==> src/rtl/counter_seq_ctrl.sv <==
// Sequencer for a 4-bit clearable counter: runs `reps` passes of 0..term.
// Optional stuck-counter watchdog is enabled by defining CNT_WDOG_EN.
module counter_seq_ctrl #(
    parameter int WIDTH      = 4,
    parameter int PASS_W     = 4,
    parameter int WDOG_LIMIT = 16
) (
    input  logic              clock,
    input  logic              clear,
    input  logic              start,
    input  logic              stop,
    input  logic [WIDTH-1:0]  term,
    input  logic [PASS_W-1:0] reps,
    input  logic [WIDTH-1:0]  q,
    output logic              cnt_clr,
    output logic              cnt_en,
    output logic              busy,
    output logic [PASS_W-1:0] pass_cnt,
    output logic              done,
    output logic              aborted,
    output logic              err
);

    typedef enum logic [2:0] {IDLE, CLR, RUN, DONE, ABORT} state_t;

    state_t            state;
    state_t            state_next;
    logic [WIDTH-1:0]  term_r;
    logic [PASS_W-1:0] reps_r;
    logic [PASS_W-1:0] pass_next;
    logic              accept;
    logic              term_hit;
    logic              wd_trip;

    assign accept    = (state == IDLE) && start;
    assign term_hit  = (q == term_r);
    assign pass_next = pass_cnt + 1'b1;

    // Holding cnt_en low at term_r keeps the counter from stepping past it.
    assign cnt_clr = clear | (state == CLR);
    assign cnt_en  = (state == RUN) && !term_hit;
    assign busy    = (state != IDLE);
    assign done    = (state == DONE);
    assign aborted = (state == ABORT);

    always_comb begin
        state_next = state;
        unique case (state)
            IDLE: begin
                if (start) state_next = (reps == '0) ? DONE : CLR;
            end
            CLR: begin
                state_next = stop ? ABORT : RUN;
            end
            RUN: begin
                if (stop)          state_next = ABORT;
                else if (term_hit) state_next = (pass_next == reps_r) ? DONE : CLR;
                else if (wd_trip)  state_next = ABORT;
            end
            DONE, ABORT: begin
                state_next = IDLE;
            end
            default: begin
                state_next = IDLE;
            end
        endcase
    end

    // NOTE: sequential state uses non-blocking (<=) so every register samples
    // pre-edge values; blocking here would create order-dependent simulation.
    always_ff @(posedge clock) begin
        if (clear) begin
            state    <= IDLE;
            term_r   <= '0;
            reps_r   <= '0;
            pass_cnt <= '0;
        end else begin
            state <= state_next;
            if (accept) begin
                term_r   <= term;
                reps_r   <= reps;
                pass_cnt <= '0;
            end else if ((state == RUN) && !stop && term_hit) begin
                pass_cnt <= pass_next;
            end
        end
    end

`ifdef CNT_WDOG_EN
    localparam int WD_W = $clog2(WDOG_LIMIT) + 1;

    logic [WIDTH-1:0] q_prev;
    logic [WD_W-1:0]  wd;
    logic             run_d;
    logic             err_r;

    assign wd_trip = (wd == WD_W'(WDOG_LIMIT - 1));
    assign err     = err_r;

    // NOTE: q_prev is a pure delay of q and needs no reset; the first RUN
    // cycle forces wd to zero, so a stale q_prev is never acted upon.
    always_ff @(posedge clock) begin
        q_prev <= q;
    end

    always_ff @(posedge clock) begin
        if (clear) begin
            wd    <= '0;
            run_d <= 1'b0;
            err_r <= 1'b0;
        end else begin
            run_d <= (state == RUN);
            if ((state != RUN) || !run_d || !cnt_en || (q != q_prev)) wd <= '0;
            else                                                      wd <= wd + 1'b1;
            if (accept)                                                  err_r <= 1'b0;
            else if ((state == RUN) && !stop && !term_hit && wd_trip)    err_r <= 1'b1;
        end
    end
`else
    assign wd_trip = 1'b0;
    assign err     = 1'b0;
`endif

endmodule

==> config.mk <==
export PLATFORM = sky130hd
export DESIGN_NAME = counter_seq_ctrl
export DESIGN_NICKNAME = d
export VERILOG_FILES = /design/src/rtl/counter_seq_ctrl.sv
export SDC_FILE = /design/constraint.sdc
export NUM_CORES = 1
export LEC_CHECK = 0
export ABC_AREA = 0
export CORE_MARGIN = 5
export CORE_UTILIZATION = 40
export CTS_CLUSTER_SIZE = 40
export DETAILED_ROUTE_END_ITERATION = 7
export PLACE_DENSITY_LB_ADDON = 0.05
export RECOVER_POWER = 100
export SLEW_MARGIN = 40
export SYNTH_ARGS = -nofsm -noshare
export SYNTH_HDL_FRONTEND = slang
export SYNTH_SLANG_ARGS = --single-unit
==> constraint.sdc <==
create_clock -name clock -period 4.27 [get_ports clock]
set_input_delay 0.6405 -clock clock [delete_from_list [all_inputs] [get_ports clock]]
set_output_delay 0.6405 -clock clock [all_outputs]
set_load 0.005 [all_outputs]
After elaboration in Yosys (flattened, before gate mapping)

Cells that the tools add are included.

Bits of input ports: 16
Output and inout port bits: 10
Bits in registers: 15
Word-level logic and storage cells: 32

Reduce and logical (&&, ||, !) cells: 11
Bitwise operators: 1
Eq/ne operators: 8
Multiplexer cells: 7
$add $sub $neg: 1

Operators by type and width:

| kind                                          | count |
|---|---|
| two-way mux 3 bit                             | 4 |
| one-hot mux 3 bit (3 select lines)            | 1 |
| == test 4 bit                                 | 2 |
| == test 3 x 2 -> 1 bit, second input constant | 2 |
| adder 4 x 1 -> 4 bit, second input constant   | 1 |
| logical AND 1 bit                             | 4 |
| zero test 4 bit                               | 1 |
| two-way mux 2 bit                             | 2 |
| == test 3 x 1 -> 1 bit, second input constant | 1 |
| == test 3 bit, second input constant          | 1 |
| zero test 3 bit                               | 1 |
| inequality test 3 bit, second input constant  | 1 |
| nonzero test 3 bit                            | 1 |
| zero test 1 bit                               | 2 |
| inequality test 2 bit, second input constant  | 1 |
| AND reduction 2 bit                           | 1 |
| OR reduction 2 bit                            | 1 |
| bitwise OR 1 bit                              | 1 |

Longest topological paths before layout

Gate-level depths: netlist of run 1.

Depth in word-level cells: 6
Mapped depth: 6
Depth with buffers taken out: 5

Worst setup path before layout of run 1

Ideal clock, no wire load.

Path kind: input-to-output
Start point: input port q[2]
End point: output port cnt_en
Path buffers: 0
Arrival time: 1199 ps
Cell stages on the path: 3
Setup slack: 2431 ps
Required time: 3629 ps
Path through: xnor2_1 and4_1 nor3_1

Longest elaborated chain between the ends: 3

Ends and longest elaborated chain:

| what              | RTL line | source |
|---|---|---|
| from (decl)       | 14       | `input logic [WIDTH-1:0] q,` |
| == test 4 bit     | 36       | `assign term_hit = (q == term_r);` |
| zero test 1 bit   | 41       | `assign cnt_en = (state == RUN) && !term_hit;` |
| logical AND 1 bit | 41       |  |
| to (decl)         | 16       | `output logic cnt_en,` |

Every way passes these cells.

Final worst setup path of run 1

Start point: input port q[1]
End point: output port cnt_en

The elaborated chain is that of the path after synthesis.

==> impl_metrics.py, run 1 <==
metrics = {
    "synthesis": {
        "synth_compound_area_share_pct": 16.3,
        "synth_seq_area_share_pct": 37.3,
        "synth_fa_ha_area_share_pct": 1.56,
        "synth_nets": 118,
        "synth_flop_cell": "dfxtp_1",
        "synth_xor_xnor_area_share_pct": 9.80,
        "synthArstFlopShare_pct": 0,
        "synth_top_family_by_area": "simple AND/OR/NAND/NOR gates",
        "synth_edf_count": 0,
        "synth_top_cell_area_share_pct": 37.3,
        "yosys.area_share.simple_pct": 31.1,
        "synthTopCellsByArea": "dfxtp_1 37%, nand2_1 8.9%, a21oi_1 8.7%",
        "synth_top_area_cell": "dfxtp_1",
        "synth-warning-count": 0,
        "synth-seq-cells": 15,
        "syn_inst": 101,
        "synthMuxAreaShare_pct": 0,
        "avgSynthCellArea_um2": 7.97,
        "yosysUniqueCellTypes": 34,
        "syn-cell-area_um2": 805,
    },
    "timing": {
        "finalHoldViolations": 0,
        "fmax_mhz": 335,
        "whs_ns": 0.470,
        "setup_violations": 0,
        "slew_viol_final": 0,
        "worst_slack_ns": 1.29,
        "rsz0062_at_grt": "false",
        "period_share_pct": 69.9,
        "setup_tns_ns": 0,
        "fin_skew_ns": 0.00265,
        "post-route-min-period_ns": 2.98,
    },
    "place": {
        "hpwl_um": 1470,
        "post_dp_cell_area_um2": 1060,
        "preCtsSetupSlack_ns": 1.44,
        "dp.cells": 148,
        "gp_congestion": 0.840,
        "portBuffers": 24,
    },
    "setup_path": {
        "crit_type": "in2out",
        "arrival_ns": 2.34,
        "crit_fanout": 5,
        "crit_top_cell": "dlygate4sd3_1",
        "worst_setup_path_end_kind": "output pin",
        "start_kind": "input pin",
        "worst_path_max_delay_cell": "dlygate4sd3_1",
        "path_cells": "dlygate4sd3_1 > xnor2_1 > and4_1 > nor3_1 > dlygate4sd3_1",
        "cp_slowest_stage_delay_ns": 0.59,
        "crit_required_ns": 3.63,
    },
    "clock_network": {
        "postCtsSetupBuffers": 0,
        "cts_buffer_depth": 2,
        "clock_latency_ns": 0.28,
        "cts_tree": "yes",
        "hold_buffers": 0,
        "clock-sinks": 15,
        "htree_levels": 1,
        "clkTransAtPathRegs_ns": 0.09,
        "cts_resized": 0,
        "root_buffer": "clkbuf_4",
        "cts-buffers-inserted": 3,
    },
    "final_layout": {
        "drive_gt1_share_pct": 6.40,
        "fin_area_um2": 1080,
        "diodes": 0,
        "syn_to_final_growth_pct": 34.8,
        "most-common-layout-cells": "19 x nand2_1, 15 x dfxtp_1, 14 x a21oi_1",
        "fin_cells": 152,
        "nNetsFinal": 143,
        "mostFrequentLayoutCell": "nand2_1",
        "post-route-util_pct": 55.9,
    },
    "floorplanning": {
        "core_area_um2": 1940,
        "die_h_um": 54.8,
        "dieArea_um2": 3010,
        "die_width_um": 54.8,
        "initial_utilization_pct": 41.4,
        "rows": 16,
        "pin_count": 26,
    },
    "routing": {
        "wirelength_um": 1860,
        "dr.first_iter.drc_count": 21,
        "routedWlPerCell_um": 12.2,
        "drtPass1Iterations": 4,
        "drcViolationCount": 0,
        "vias": 767,
        "via_per_inst": 5.05,
        "ant_nets": 0,
    },
    "global_routing": {
        "grt_pass1_wl_um": 3250,
        "grt_antenna_before_repair": 0,
        "overflow": 0,
        "grt_util_all_layers_pct": 15.1,
        "grt_pass1_vias": 773,
        "grt_max_degree": 15,
    },
    "pwr": {
        "power.leakage_nw": 0.405,
        "p_total_mw": 0.290,
        "power_density_nw_per_um2": 268,
        "ir_worst_vdd_v": 0.000159,
    },
    "worst_hold_path": {
        "hold_path_class": "reg2reg",
    },
    "flow_run": {
        "max_cap_violations": 0,
    },
    "run_status": {
        "outcome": "finished, final reports clean",
    },
}
[per-layer routing]
metal  vias to the layer above  routed length (µm)  global-route usage, %
met2                        24                 841                   23.8
met1                       341                 895                   19.4
met3                         2                 110                   3.54
met4                         0                   8                   6.22
met5                         -                   0                      0
li1                        400                   -                      -
[layout make-up]
cell class              count  area [µm²]
flip-flops and latches     15         300
multi-input cells          80         477
inverters                   2        7.51
clock buffers               4        26.3
well taps                  27        33.8
repair buffers             24         240
fillers                   210         857
[state kept, by name (all words and copies together) (netlist names)]
signal and count:
reps_r 4, pass_cnt 4, state 3, term_r 4
[Yosys cell counts, types with 2 or more instances]
cell type,number
nand3_1,4
nand2b_1,2
dfxtp_1,15
nand4_1,2
a21oi_1,14
nor3_1,4
o31ai_1,2
clkbuf_1,2
nor2_1,2
xnor2_1,8
nand2_1,19
nor4_1,2
inv_1,2
o21ai_0,3
[critical path, delay by kind of cell]
kind          cells  cell delay, ns
xor+xnor          1            0.19
simple gates      2            0.38
buf+inv           2            1.14
[power by group]
part           leakage (nW)  internal (mW)  switching, mW  total, mW
clock network        0.0150         0.0362         0.0444     0.0806
registers             0.122          0.147        0.00686      0.153
logic                 0.268         0.0307         0.0255     0.0562
[worst paths after layout]
path / from / slack (ns) / depth (start not counted) / endpoint
max: q[1] / 1.29 / 5 / cnt_en
min: term_r[2]$_SDFFE_PP0P_ / 0.47 / 2 / term_r[2]$_SDFFE_PP0P_
max reg2reg: state[1]$_SDFFE_PP0P_ / 2.63 / 4 / pass_cnt[3]$_SDFFE_PP0P_
min reg2reg: term_r[2]$_SDFFE_PP0P_ / 0.47 / 2 / term_r[2]$_SDFFE_PP0P_
[kinds of logic (layout without fill, tap and decap cells)]
| logic type | Yosys count | count (layout) |
|---|---|---|
| DFF | 15 | 15 |
| xor gates and xnor gates | 9 | 9 |
| and+or+nand+nor | 46 | 46 |
| buffers and inverters | 6 | 30 |
| AOI/OAI and AO/OA | 23 | 23 |
| adders and majority gates | 1 | 1 |
| other | 1 | 1 |
No activity file was read; power rests on OpenSTA's default activity.
==> inputs of run 2 (changes only) <==
clock period = 3.1 ns   (was 4.27 ns; I/O delays follow)
==> impl_metrics.py, run 2 (synthesis results as in run 1) <==
metrics = {
    "floorplanning": {
        "die_h_um": 54.8,
        "pin_count": 26,
        "die_width_um": 54.8,
        "initial_utilization_pct": 41.4,
        "core_area_um2": 1940,
        "rows": 16,
        "dieArea_um2": 3010,
    },
    "setup_path": {
        "worst_path_max_delay_cell": "dlygate4sd3_1",
        "cp_slowest_stage_delay_ns": 0.59,
        "worst_setup_path_end_kind": "output pin",
        "crit_type": "in2out",
        "rrSetupSlack_ns": 1.47,
        "arrival_ns": 2.18,
        "path_cells": "dlygate4sd3_1 > xnor2_1 > and4_1 > nor3_1 > dlygate4sd3_1",
        "start_kind": "input pin",
        "crit_top_cell": "dlygate4sd3_1",
        "crit_fanout": 5,
        "crit_required_ns": 2.63,
    },
    "timing": {
        "fin_skew_ns": 0.00172,
        "fmax_mhz": 377,
        "period_share_pct": 85.5,
        "rsz0062_at_grt": "false",
        "slew_viol_final": 0,
        "setup_tns_ns": 0,
        "relSlewSlack_pct": 60.6,
        "setup_violations": 0,
        "post-route-min-period_ns": 2.65,
        "tightest_slew_ns": 0.591,
        "finalHoldViolations": 0,
        "worst_slack_ns": 0.451,
    },
    "global_routing": {
        "grt_max_degree": 15,
        "grt_antenna_before_repair": 0,
        "grt_pass1_vias": 742,
        "grt_util_all_layers_pct": 14.4,
        "overflow": 0,
        "grt_pass1_wl_um": 3110,
    },
    "routing": {
        "ant_nets": 0,
        "routedWlPerCell_um": 11.8,
        "via_per_inst": 5.14,
        "drcViolationCount": 0,
        "wirelength_um": 1810,
        "drtPass1Iterations": 4,
        "vias": 787,
        "dr.first_iter.drc_count": 12,
    },
    "run_status": {
        "outcome": "finished, final reports clean",
    },
    "flow_run": {
        "max_cap_violations": 0,
    },
    "pwr": {
        "internal_power_mw": 0.295,
        "p_sw_mw": 0.107,
        "pwr-share-clk_pct": 28.0,
        "power.leakage_nw": 0.406,
        "switching_share_pct": 26.6,
        "seq_power_share_pct": 52.6,
        "power_density_nw_per_um2": 369,
        "p_total_mw": 0.402,
        "combPwrFrac_pct": 19.4,
        "ir_worst_vdd_v": 0.000234,
    },
    "final_layout": {
        "num-fill-cells": 201,
        "most-common-layout-cells": "19 x nand2_1, 15 x dfxtp_1, 14 x a21oi_1",
        "nNetsFinal": 144,
        "fin_area_um2": 1090,
        "mostFrequentLayoutCell": "nand2_1",
        "syn_to_final_growth_pct": 35.3,
        "top_regs": "pass_cnt x4, reps_r x4, term_r x4",
        "fin_cells": 153,
        "drive_gt1_share_pct": 6.35,
        "diodes": 0,
    },
    "clock_network": {
        "cts_buffer_depth": 2,
        "cts_resized": 0,
        "cts-buffers-inserted": 3,
        "root_buffer": "clkbuf_4",
        "postCtsSetupBuffers": 0,
        "clock-sinks": 15,
        "cts_tree": "yes",
        "clock_latency_ns": 0.28,
        "htree_levels": 1,
        "clkTransAtPathRegs_ns": 0.09,
        "hold_buffers": 0,
    },
    "place": {
        "hpwl_um": 1420,
        "post_dp_cell_area_um2": 1070,
        "dp.cells": 149,
        "portBuffers": 24,
        "gp_congestion": 0.845,
        "preCtsSetupSlack_ns": 0.604,
    },
    "worst_hold_path": {
        "hold_path_class": "reg2reg",
    },
}
-- run 2: changes by cell type in the layout (fill, tap and decap cells not counted), sizes merged --
| cell | delta |
|---|---|
| dlygate4sd3 | -1 |
| clkdlybuf4s50 | +1 |
| clkbuf | +1 |
-- run 2: layout make-up --
| type | instances | area [µm²] | share of cell area (%) |
|---|---|---|---|
| Clock buffer | 4 | 26.3 | 2.41 |
| Inverter | 2 | 7.51 | 0.690 |
| Multi-Input combinational cell | 80 | 477 | 43.8 |
| Sequential cell | 15 | 300 | 27.6 |
| Tap cell | 27 | 33.8 | 3.10 |
| Timing Repair Buffer | 25 | 244 | 22.4 |
-- run 2: final timing paths --
path / startpoint / end / cells past startpoint
setup reg to reg: state[1]$_SDFFE_PP0P_ / pass_cnt[3]$_SDFFE_PP0P_ / 4
setup / recovery: q[2] / cnt_en / 5
hold reg to reg: term_r[2]$_SDFFE_PP0P_ / term_r[2]$_SDFFE_PP0P_ / 2
hold / removal: term_r[2]$_SDFFE_PP0P_ / term_r[2]$_SDFFE_PP0P_ / 2
-- run 2: per-stage QoR --
stage	util, %	hold slack, ns
floorplan	-	0.448
global placement	54.9	0.458
detailed placement	54.9	0.461
CTS	56.3	0.474
global route	56.1	0.495
finish	56.1	0.471
-- run 2: routing by layer --
layer  track usage, %  share of wire, %  vias to the layer above
li1                 -                 -                      405
met1             18.2                47                      357
met2             23.4                46                       23
met3             4.36               5.6                        2
met4             3.73              0.55                        0
met5                0                 0                        -
-- run 2: worst max-delay path, delay by kind of cell --
family | cells | cell delay (ns)
buffers and inverters | 2 | 1.14
and+or+nand+nor | 2 | 0.44
xor gates and xnor gates | 1 | 0.14
-- run 2: power groups by stage --
stage | clock [mW] | combinational, mW | sequential, mW
2_1_floorplan | 0 | 0.0456 | 0.213
3_3_place_gp | 0 | 0.0804 | 0.216
3_5_place_dp | 0 | 0.0810 | 0.216
4_1_cts | 0.115 | 0.0816 | 0.211
5_1_grt | 0.128 | 0.0867 | 0.213
6_report | 0.112 | 0.0777 | 0.211
==> inputs of run 3 (changes only) <==
ABC_AREA = default   (was 0)
SKIP_CTS_REPAIR_TIMING = 1   (was default)
==> results of run 3 <==
The final DEF is identical to that of run 2; final timing and power are the same.
